--- config.mk ---
export PLATFORM = sky130hd
export DESIGN_NAME = multicycle_sequencer
export DESIGN_NICKNAME = d
export VERILOG_FILES = /design/src/rtl/seq_pkg.sv /design/src/rtl/seq_perf_counters.sv /design/src/rtl/multicycle_sequencer.sv
export SDC_FILE = /design/constraint.sdc
export NUM_CORES = 1
export LEC_CHECK = 0
export BUFFER_PORTS_ARGS = -buffer_cell sky130_fd_sc_hd__buf_2
export CORE_MARGIN = 2
export CORE_UTILIZATION = 40
export CTS_CLUSTER_SIZE = 14
export DETAILED_ROUTE_END_ITERATION = 6
export PLACE_DENSITY = 0.69
export SLEW_MARGIN = 20
export SYNTH_ARGS = -nofsm -noshare
export SYNTH_HDL_FRONTEND = slang
export SYNTH_SLANG_ARGS = --single-unit
--- constraint.sdc ---
create_clock -name clk -period 3.4 [get_ports clk]
set_input_delay 0.68 -clock clk [delete_from_list [all_inputs] [get_ports clk]]
set_output_delay 0.68 -clock clk [all_outputs]
set_load 0.01 [all_outputs]
--- src/rtl/seq_pkg.sv ---
// Shared types for the multicycle sequencer: state and opcode encodings,
// plus the position of the opcode field inside the 9-bit instruction.
package seq_pkg;

  localparam int INSTR_W = 9;
  localparam int OPC_LSB = 1;
  localparam int OPC_W   = 4;

  typedef enum logic [2:0] {
    S_IDLE   = 3'd0,
    S_FETCH  = 3'd1,
    S_DECODE = 3'd2,
    S_EXEC   = 3'd3,
    S_MEM    = 3'd4,
    S_WB     = 3'd5,
    S_HALTED = 3'd6,
    S_BAD    = 3'd7
  } state_t;

  typedef enum logic [3:0] {
    OP_LDI  = 4'h0,
    OP_LDM  = 4'h1,
    OP_ST   = 4'h2,
    OP_ALU3 = 4'h3,
    OP_ALU4 = 4'h4,
    OP_ALU5 = 4'h5,
    OP_ALU6 = 4'h6,
    OP_ALU7 = 4'h7,
    OP_JUMP = 4'h8,
    OP_BEQ  = 4'h9,
    OP_BLT  = 4'hA,
    OP_BGT  = 4'hB,
    OP_LS   = 4'hC,
    OP_RS   = 4'hD,
    OP_NOP  = 4'hE,
    OP_HALT = 4'hF
  } opcode_t;

endpackage

--- src/rtl/seq_perf_counters.sv ---
// Saturating busy-cycle and retired-fetch counters for the sequencer.
// Only instantiated when SEQ_PERF_CNT_EN is defined.
module seq_perf_counters (
  input  logic        clk,
  input  logic        reset,
  input  logic        clr_i,
  input  logic        busy_i,
  input  logic        fetch_i,
  output logic [31:0] cycle_cnt_o,
  output logic [31:0] instr_cnt_o
);

  logic [31:0] cycle_cnt_q, cycle_cnt_d;
  logic [31:0] instr_cnt_q, instr_cnt_d;

  always_comb begin
    cycle_cnt_d = cycle_cnt_q;
    instr_cnt_d = instr_cnt_q;
    if (clr_i) begin
      cycle_cnt_d = '0;
      instr_cnt_d = '0;
    end else begin
      if (busy_i && (cycle_cnt_q != '1)) cycle_cnt_d = cycle_cnt_q + 32'd1;
      if (fetch_i && (instr_cnt_q != '1)) instr_cnt_d = instr_cnt_q + 32'd1;
    end
  end

  always_ff @(posedge clk) begin
    if (reset) begin
      cycle_cnt_q <= '0;
      instr_cnt_q <= '0;
    end else begin
      cycle_cnt_q <= cycle_cnt_d;
      instr_cnt_q <= instr_cnt_d;
    end
  end

  assign cycle_cnt_o = cycle_cnt_q;
  assign instr_cnt_o = instr_cnt_q;

endmodule

--- src/rtl/multicycle_sequencer.sv ---
// FETCH/DECODE/EXEC/MEM/WB sequencer owning PC and IR for the 9-bit core.
// Define SEQ_PERF_CNT_EN to add cycle_cnt/instr_cnt performance outputs.
module multicycle_sequencer
  import seq_pkg::*;
#(
  parameter int          PC_W     = 8,
  parameter int unsigned START_PC = 0
) (
  input  logic               clk,
  input  logic               reset,
  input  logic               start,
  input  logic [8:0]         instr_in,
  input  logic               branch_flag,
  input  logic               mem_to_reg,
  input  logic               mem_write,
  input  logic               reg_write,
  input  logic               alu_cond,
  input  logic [PC_W-1:0]    branch_target,
  output logic [PC_W-1:0]    pc,
  output logic [8:0]         ir,
  output logic               ir_load,
  output logic               rf_we,
  output logic               mem_we,
  output logic               mem_re,
  output logic               wb_sel_mem,
  output logic               busy,
  output logic               done,
  output logic [2:0]         state_o
`ifdef SEQ_PERF_CNT_EN
  ,
  output logic [31:0]        cycle_cnt,
  output logic [31:0]        instr_cnt
`endif
);

  localparam logic [PC_W-1:0] START_VAL = PC_W'(START_PC);

  state_t          state_q, state_d;
  logic [PC_W-1:0] pc_q, pc_d, pc_inc;
  logic [8:0]      ir_q, ir_d;
  opcode_t         opc;
  logic            start_ok;
  logic            ir_load_c, rf_we_c, mem_we_c, mem_re_c, wb_sel_c, done_c;

  assign opc    = opcode_t'(ir_q[OPC_LSB +: OPC_W]);
  assign pc_inc = pc_q + {{(PC_W-1){1'b0}}, 1'b1};

  always_comb begin
    state_d   = state_q;
    pc_d      = pc_q;
    ir_d      = ir_q;
    start_ok  = 1'b0;
    ir_load_c = 1'b0;
    rf_we_c   = 1'b0;
    mem_we_c  = 1'b0;
    mem_re_c  = 1'b0;
    wb_sel_c  = 1'b0;
    done_c    = 1'b0;
    case (state_q)
      S_IDLE, S_HALTED: begin
        if (start) begin
          start_ok = 1'b1;
          pc_d     = START_VAL;
          state_d  = S_FETCH;
        end
      end
      S_FETCH: begin
        ir_load_c = 1'b1;
        ir_d      = instr_in;
        state_d   = S_DECODE;
      end
      S_DECODE: begin
        if (opc == OP_HALT) begin
          done_c  = 1'b1;
          state_d = S_HALTED;
        end else begin
          state_d = S_EXEC;
        end
      end
      S_EXEC: begin
        // Branch flag wins over any memory/register flags raised alongside it.
        if (branch_flag) begin
          pc_d    = ((opc == OP_JUMP) || alu_cond) ? branch_target : pc_inc;
          state_d = S_FETCH;
        end else if (mem_write || mem_to_reg) begin
          state_d = S_MEM;
        end else if (reg_write) begin
          state_d = S_WB;
        end else begin
          pc_d    = pc_inc;
          state_d = S_FETCH;
        end
      end
      S_MEM: begin
        if (mem_write) begin
          mem_we_c = 1'b1;
          pc_d     = pc_inc;
          state_d  = S_FETCH;
        end else begin
          mem_re_c = 1'b1;
          state_d  = S_WB;
        end
      end
      S_WB: begin
        rf_we_c  = 1'b1;
        wb_sel_c = mem_to_reg;
        pc_d     = pc_inc;
        state_d  = S_FETCH;
      end
      default: state_d = S_IDLE;
    endcase
  end

  always_ff @(posedge clk) begin
    if (reset) begin
      state_q <= S_IDLE;
      pc_q    <= START_VAL;
      ir_q    <= '0;
    end else begin
      state_q <= state_d;
      pc_q    <= pc_d;
      ir_q    <= ir_d;
    end
  end

  // Strobes come straight from state, so they must be masked while reset
  // is asserted mid-instruction.
  assign ir_load    = ir_load_c & ~reset;
  assign rf_we      = rf_we_c   & ~reset;
  assign mem_we     = mem_we_c  & ~reset;
  assign mem_re     = mem_re_c  & ~reset;
  assign wb_sel_mem = wb_sel_c  & ~reset;
  assign done       = done_c    & ~reset;
  assign busy       = (state_q != S_IDLE) && (state_q != S_HALTED) && !reset;
  assign pc         = pc_q;
  assign ir         = ir_q;
  assign state_o    = state_q;

`ifdef SEQ_PERF_CNT_EN
  seq_perf_counters u_perf (
    .clk         (clk),
    .reset       (reset),
    .clr_i       (start_ok),
    .busy_i      (busy),
    .fetch_i     (ir_load),
    .cycle_cnt_o (cycle_cnt),
    .instr_cnt_o (instr_cnt)
  );
`endif

endmodule

Yosys cells after proc, flatten, opt, wreduce, memory -nomap -nowiden. Cells that the tools add are included.

Bits in registers: 20. Memory bits (read-only): 0. Logic and storage cells: 57. RAM bits: 0. Latch bits: 0. Memories kept: 0.

Magnitude comparators: 0. Equal/unequal tests: 13. Mux-type cells: 23. Divide/modulo/power cells: 0. Bitwise operators: 7. Add/sub/neg operators: 1. Multiply operators: 0. Shift operators: 0. Reductions and logical operators: 10.

Operators with widths (number): $mux 8 (6); $pmux 8 s4 (1); $mux 3 (6); $pmux 3 s6 (1); $eq 3x3->1 const B (3); $mux 1 (9); $ne 3x3->1 const B (3); $add 8x1->8 const B (1); $eq 4x4->1 const B (2); $and 1x1->1 (6); $eq 3x2->1 const B (2); $reduce_and 5->1 (1); $ne 2x2->1 const B (2); $reduce_bool 4->1 (1); $eq 3x1->1 const B (1); $logic_not 3->1 (1); $reduce_bool 3->1 (1); $logic_and 1x1->1 (2); $logic_or 1x1->1 (2); $reduce_or 2->1 (1); $logic_not 1->1 (1); $not 1->1 (1).

Depth between registers and ports, before layout.
Depth after elaboration: 5. Mapped depth: 6. Mapped depth without buffers: 6.

Worst setup path before layout. No wires, ideal clock.

Path kind: register to output. Start: register state_q[0], in the netlist state_o[0]. End: output port ir_load. Setup slack: 1.291 ns. Arrival: 1.429 ns. Buffers on the path: 2. Cell stages (with the launch flop): 6. Required time: 2.720 ns. Cells stage by stage: dfxtp_1 -> buf_2 -> inv_1 -> or3_1 -> clkbuf_1 -> nor2_1.

Longest elaborated chain between the ends: 3.

RTL lines: start, declared (line multicycle_sequencer.sv:38) `state_t state_q, state_d;`; start signal, assigned (line multicycle_sequencer.sv:120) `state_q <= state_d;`; $eq 3x1->1 (line multicycle_sequencer.sv:59) `case (state_q)`; $mux 1 (line multicycle_sequencer.sv:59); $and 1x1->1 (line multicycle_sequencer.sv:128) `assign ir_load = ir_load_c & ~reset;`; end, declared (line multicycle_sequencer.sv:21) `output logic ir_load,`.

No other way between the ends.

Worst setup path after layout. Same ends and word-level chain as after synthesis.

==> flow_summary.json <==
{
  "whs_ps": 464,
  "met1_length_mm": 1.34,
  "dpl-instance-area_um2": 1470,
  "timing.fmax_ghz": 0.393,
  "violations": "DRC",
  "holdPathEnd": "ir[6]",
  "rrSetupSlack_ps": 1550,
  "rows": 19,
  "cts_tree": "done",
  "synth-xor-area-share_pct": 1.45,
  "ys_seq_area_share_pct": 33.1,
  "stdcell_area_um2": 1490,
  "wl_met2_mm": 1.55,
  "syn_area_per_cell_um2": 8.00,
  "power_switching_w": 0.000176,
  "drive_gt1_share_pct": 33.8,
  "hold_path_class": "reg2reg",
  "synth_common_cells": "nand2_1 (26), dfxtp_1 (20), a21oi_1 (18)",
  "outcome": "complete, but fails checks",
  "worst_r2r_path_depth": 5,
  "clk_path_buf_depth": 2,
  "fillCellCount": 270,
  "root_buffer": "clkbuf_4",
  "hold_depth": 2,
  "synth_fp_nets": 177,
  "leakagePower_nw": 0.656,
  "crit_fanout": 11,
  "worst_path_largest_cell_delay_ps": 560,
  "postCtsSetupBuffers": 0,
  "synth.area.top_cells": "dfxtp_1 (33%), nand2_1 (8.1%), a21oi_1 (7.5%)",
  "stdcell_count": 229,
  "syn_area_um2": 1210,
  "synth.most_common_cell": "nand2_1",
  "finalCritPeriodShare_pct": 74.8,
  "crit_slowest_cell": "dfxtp_1",
  "critPathArrivalTime_ps": 1860,
  "synth_cell_type_count": 47,
  "syn_to_final_growth_pct": 23.2,
  "antenna_found_initial": 0,
  "drv_slew": 0,
  "synth_mux_area_share_pct": 0.828,
  "cp.required_ps": 2720,
  "fin_crit_ps": 2540,
  "worstSkewPairLatency_ps": 300,
  "yosys_most_used_dff": "dfxtp_1",
  "critical_path.startpoint_type": "register",
  "setup_viol": 0,
  "grt_pass1_wl_mm": 5.24,
  "finalClockSkew_ps": 10.1,
  "synth_compound_area_share_pct": 28.2,
  "cp_top_family": "simple AND/OR/NAND/NOR gates",
  "initial_utilization_pct": 43.1,
  "yosysTopAreaCell": "dfxtp_1",
  "finalHoldViolCount": 0,
  "ant_nets": 0,
  "async_flop_share_pct": 0,
  "vias": 1319,
  "synth_warnings": 0,
  "portBuffers": 51,
  "internal-power_w": 0.000354,
  "cp.buffers_inverters": 2,
  "grt_overflow": 0,
  "groute.usage.overall_pct": 19.1,
  "ios": 52,
  "setup.worst_path.class": "reg2out",
  "dr.max_layer_used": "met4",
  "drc": 4,
  "grt_pass1_vias": 1200,
  "wl_met3_um": 278,
  "cts_hold_buf": 0,
  "routed_wire_length_per_instance_um": 13.9,
  "drt_iter0_markers": 71,
  "final_nets": 226,
  "post_cts_resized": 0,
  "cts_sinks": 20,
  "power_density_nw_per_um2": 356,
  "power_w": 0.000530,
  "synth-adder-area-share_pct": 1.04,
  "p_clk_share_pct": 21.2,
  "syn_inst": 151,
  "die_h_um": 59.0,
  "swShare_pct": 33.2,
  "cp_cell_sequence": "inv_1, or3_1, nor2_1, buf_2",
  "grt_max_degree": 27,
  "diodes": 0,
  "cap_violations": 0,
  "slew_headroom_pct": 60.5,
  "rsz0062_at_grt": "false",
  "drt-total-wl_mm": 3.19,
  "seq_power_share_pct": 52.2,
  "synth_edf_count": 0,
  "worst_pin_slew_ps": 589,
  "gp_congestion": 0.899,
  "routed_via_density": 5.76,
  "die_w_um": 59.0,
  "clk_pin_slew_worst_paths_ps": 100,
  "end_kind": "primary output",
  "numCtsBuffers": 3,
  "h-tree-depth": 1,
  "synth_top_family_by_area": "simple AND/OR/NAND/NOR gates",
  "ir_drop_uv": 209,
  "rr_endpoint": "pc[6]",
  "hp-start": "ir[6]",
  "r2r_start": "ir[2]",
  "fp.dieArea_um2": 3480,
  "fp.coreArea_um2": 2810,
  "ys_seq_elements": 20,
  "synthSimpleGateAreaFrac_pct": 31.5,
  "drtPass1Iterations": 6,
  "share_comb_of_total_power_pct": 26.5,
  "synth_top_area_share_pct": 33.1,
  "tns_ps": 0,
  "dpl.hpwl_mm": 2.39,
  "place_inst": 226
}
[worst register-to-register path: cells and delay by family, from the launching register on]
family	cells	cell delay (ps)
flops	1	360
simple gates	2	780
compound gates	3	600
[power groups by stage]
stage	sequential, W	combinational [W]	clock, W
3_5_place_dp	0.000281	0.000140	0
3_3_place_gp	0.000281	0.000136	0
6_report	0.000277	0.000141	0.000113
5_1_grt	0.000280	0.000155	0.000127
4_1_cts	0.000276	0.000141	0.000119
2_1_floorplan	0.000283	0.0000866	0
[cell usage in the layout, fill, tap and decap left out, drive strengths merged, types with 2 or more instances in the layout]
cell / synthesis / final
a211oi: 4 / 4
a21boi: 2 / 2
a21oi: 18 / 18
a31oi: 5 / 5
and4: 2 / 2
buf: 3 / 51
clkbuf: 4 / 3
dfxtp: 20 / 20
inv: 3 / 3
nand2: 26 / 26
nand2b: 2 / 2
nand3: 5 / 5
nand4: 2 / 2
nor2: 14 / 14
nor3: 5 / 5
nor4: 2 / 2
nor4b: 2 / 2
o211ai: 2 / 2
o21ai: 8 / 8
or2: 2 / 2
or3: 2 / 2
[sequential cells by signal (all words and copies together), names as in the netlist]
name     flops
ir           9
state_o      3
pc           8
[cell families after synthesis]
group | after synthesis
XOR/XNOR | 2
multiplexers | 1
buffers and inverters | 10
AND/OR/NAND/NOR | 71
flip-flops | 20
AO/OA/AOI/OAI | 46
adder cells (fa/ha/maj) | 1
[metal layers]
layer,up-vias,track usage (%)
li1,652,-
met1,600,25.2
met2,65,31.9
met3,2,4.80
met4,0,3.57
met5,-,0
[metrics by stage]
stage | utilization [%] | worst slack [ps]
floorplan | - | 1290
global placement | 52.3 | 1240
detailed placement | 52.3 | 1200
CTS | 53.1 | 855
global route | 53.1 | 705
finish | 53.1 | 856
[area by class of cell]
| cell class | instances | area [um^2] | share of cell area [%] |
|---|---|---|---|
| Timing Repair Buffer | 51 | 255 | 17.1 |
| Inverter | 3 | 11.3 | 0.756 |
| Multi-Input combinational cell | 121 | 761 | 51.1 |
| Clock buffer | 3 | 22.5 | 1.51 |
| Sequential cell | 20 | 400 | 26.9 |
| Tap cell | 31 | 38.8 | 2.61 |
[worst max path at each step]
stage                     cells after the start  startpoint      end
after floorplan                               5  state_o[0]  ir_load
after global placement                        4  state_o[0]  ir_load
after detailed placement                      4  state_o[0]  ir_load
after CTS                                     4  state_o[0]  ir_load
after global routing                          4  state_o[0]  ir_load
final                                         4  state_o[0]  ir_load
No activity file was read; power rests on OpenSTA's default activity.
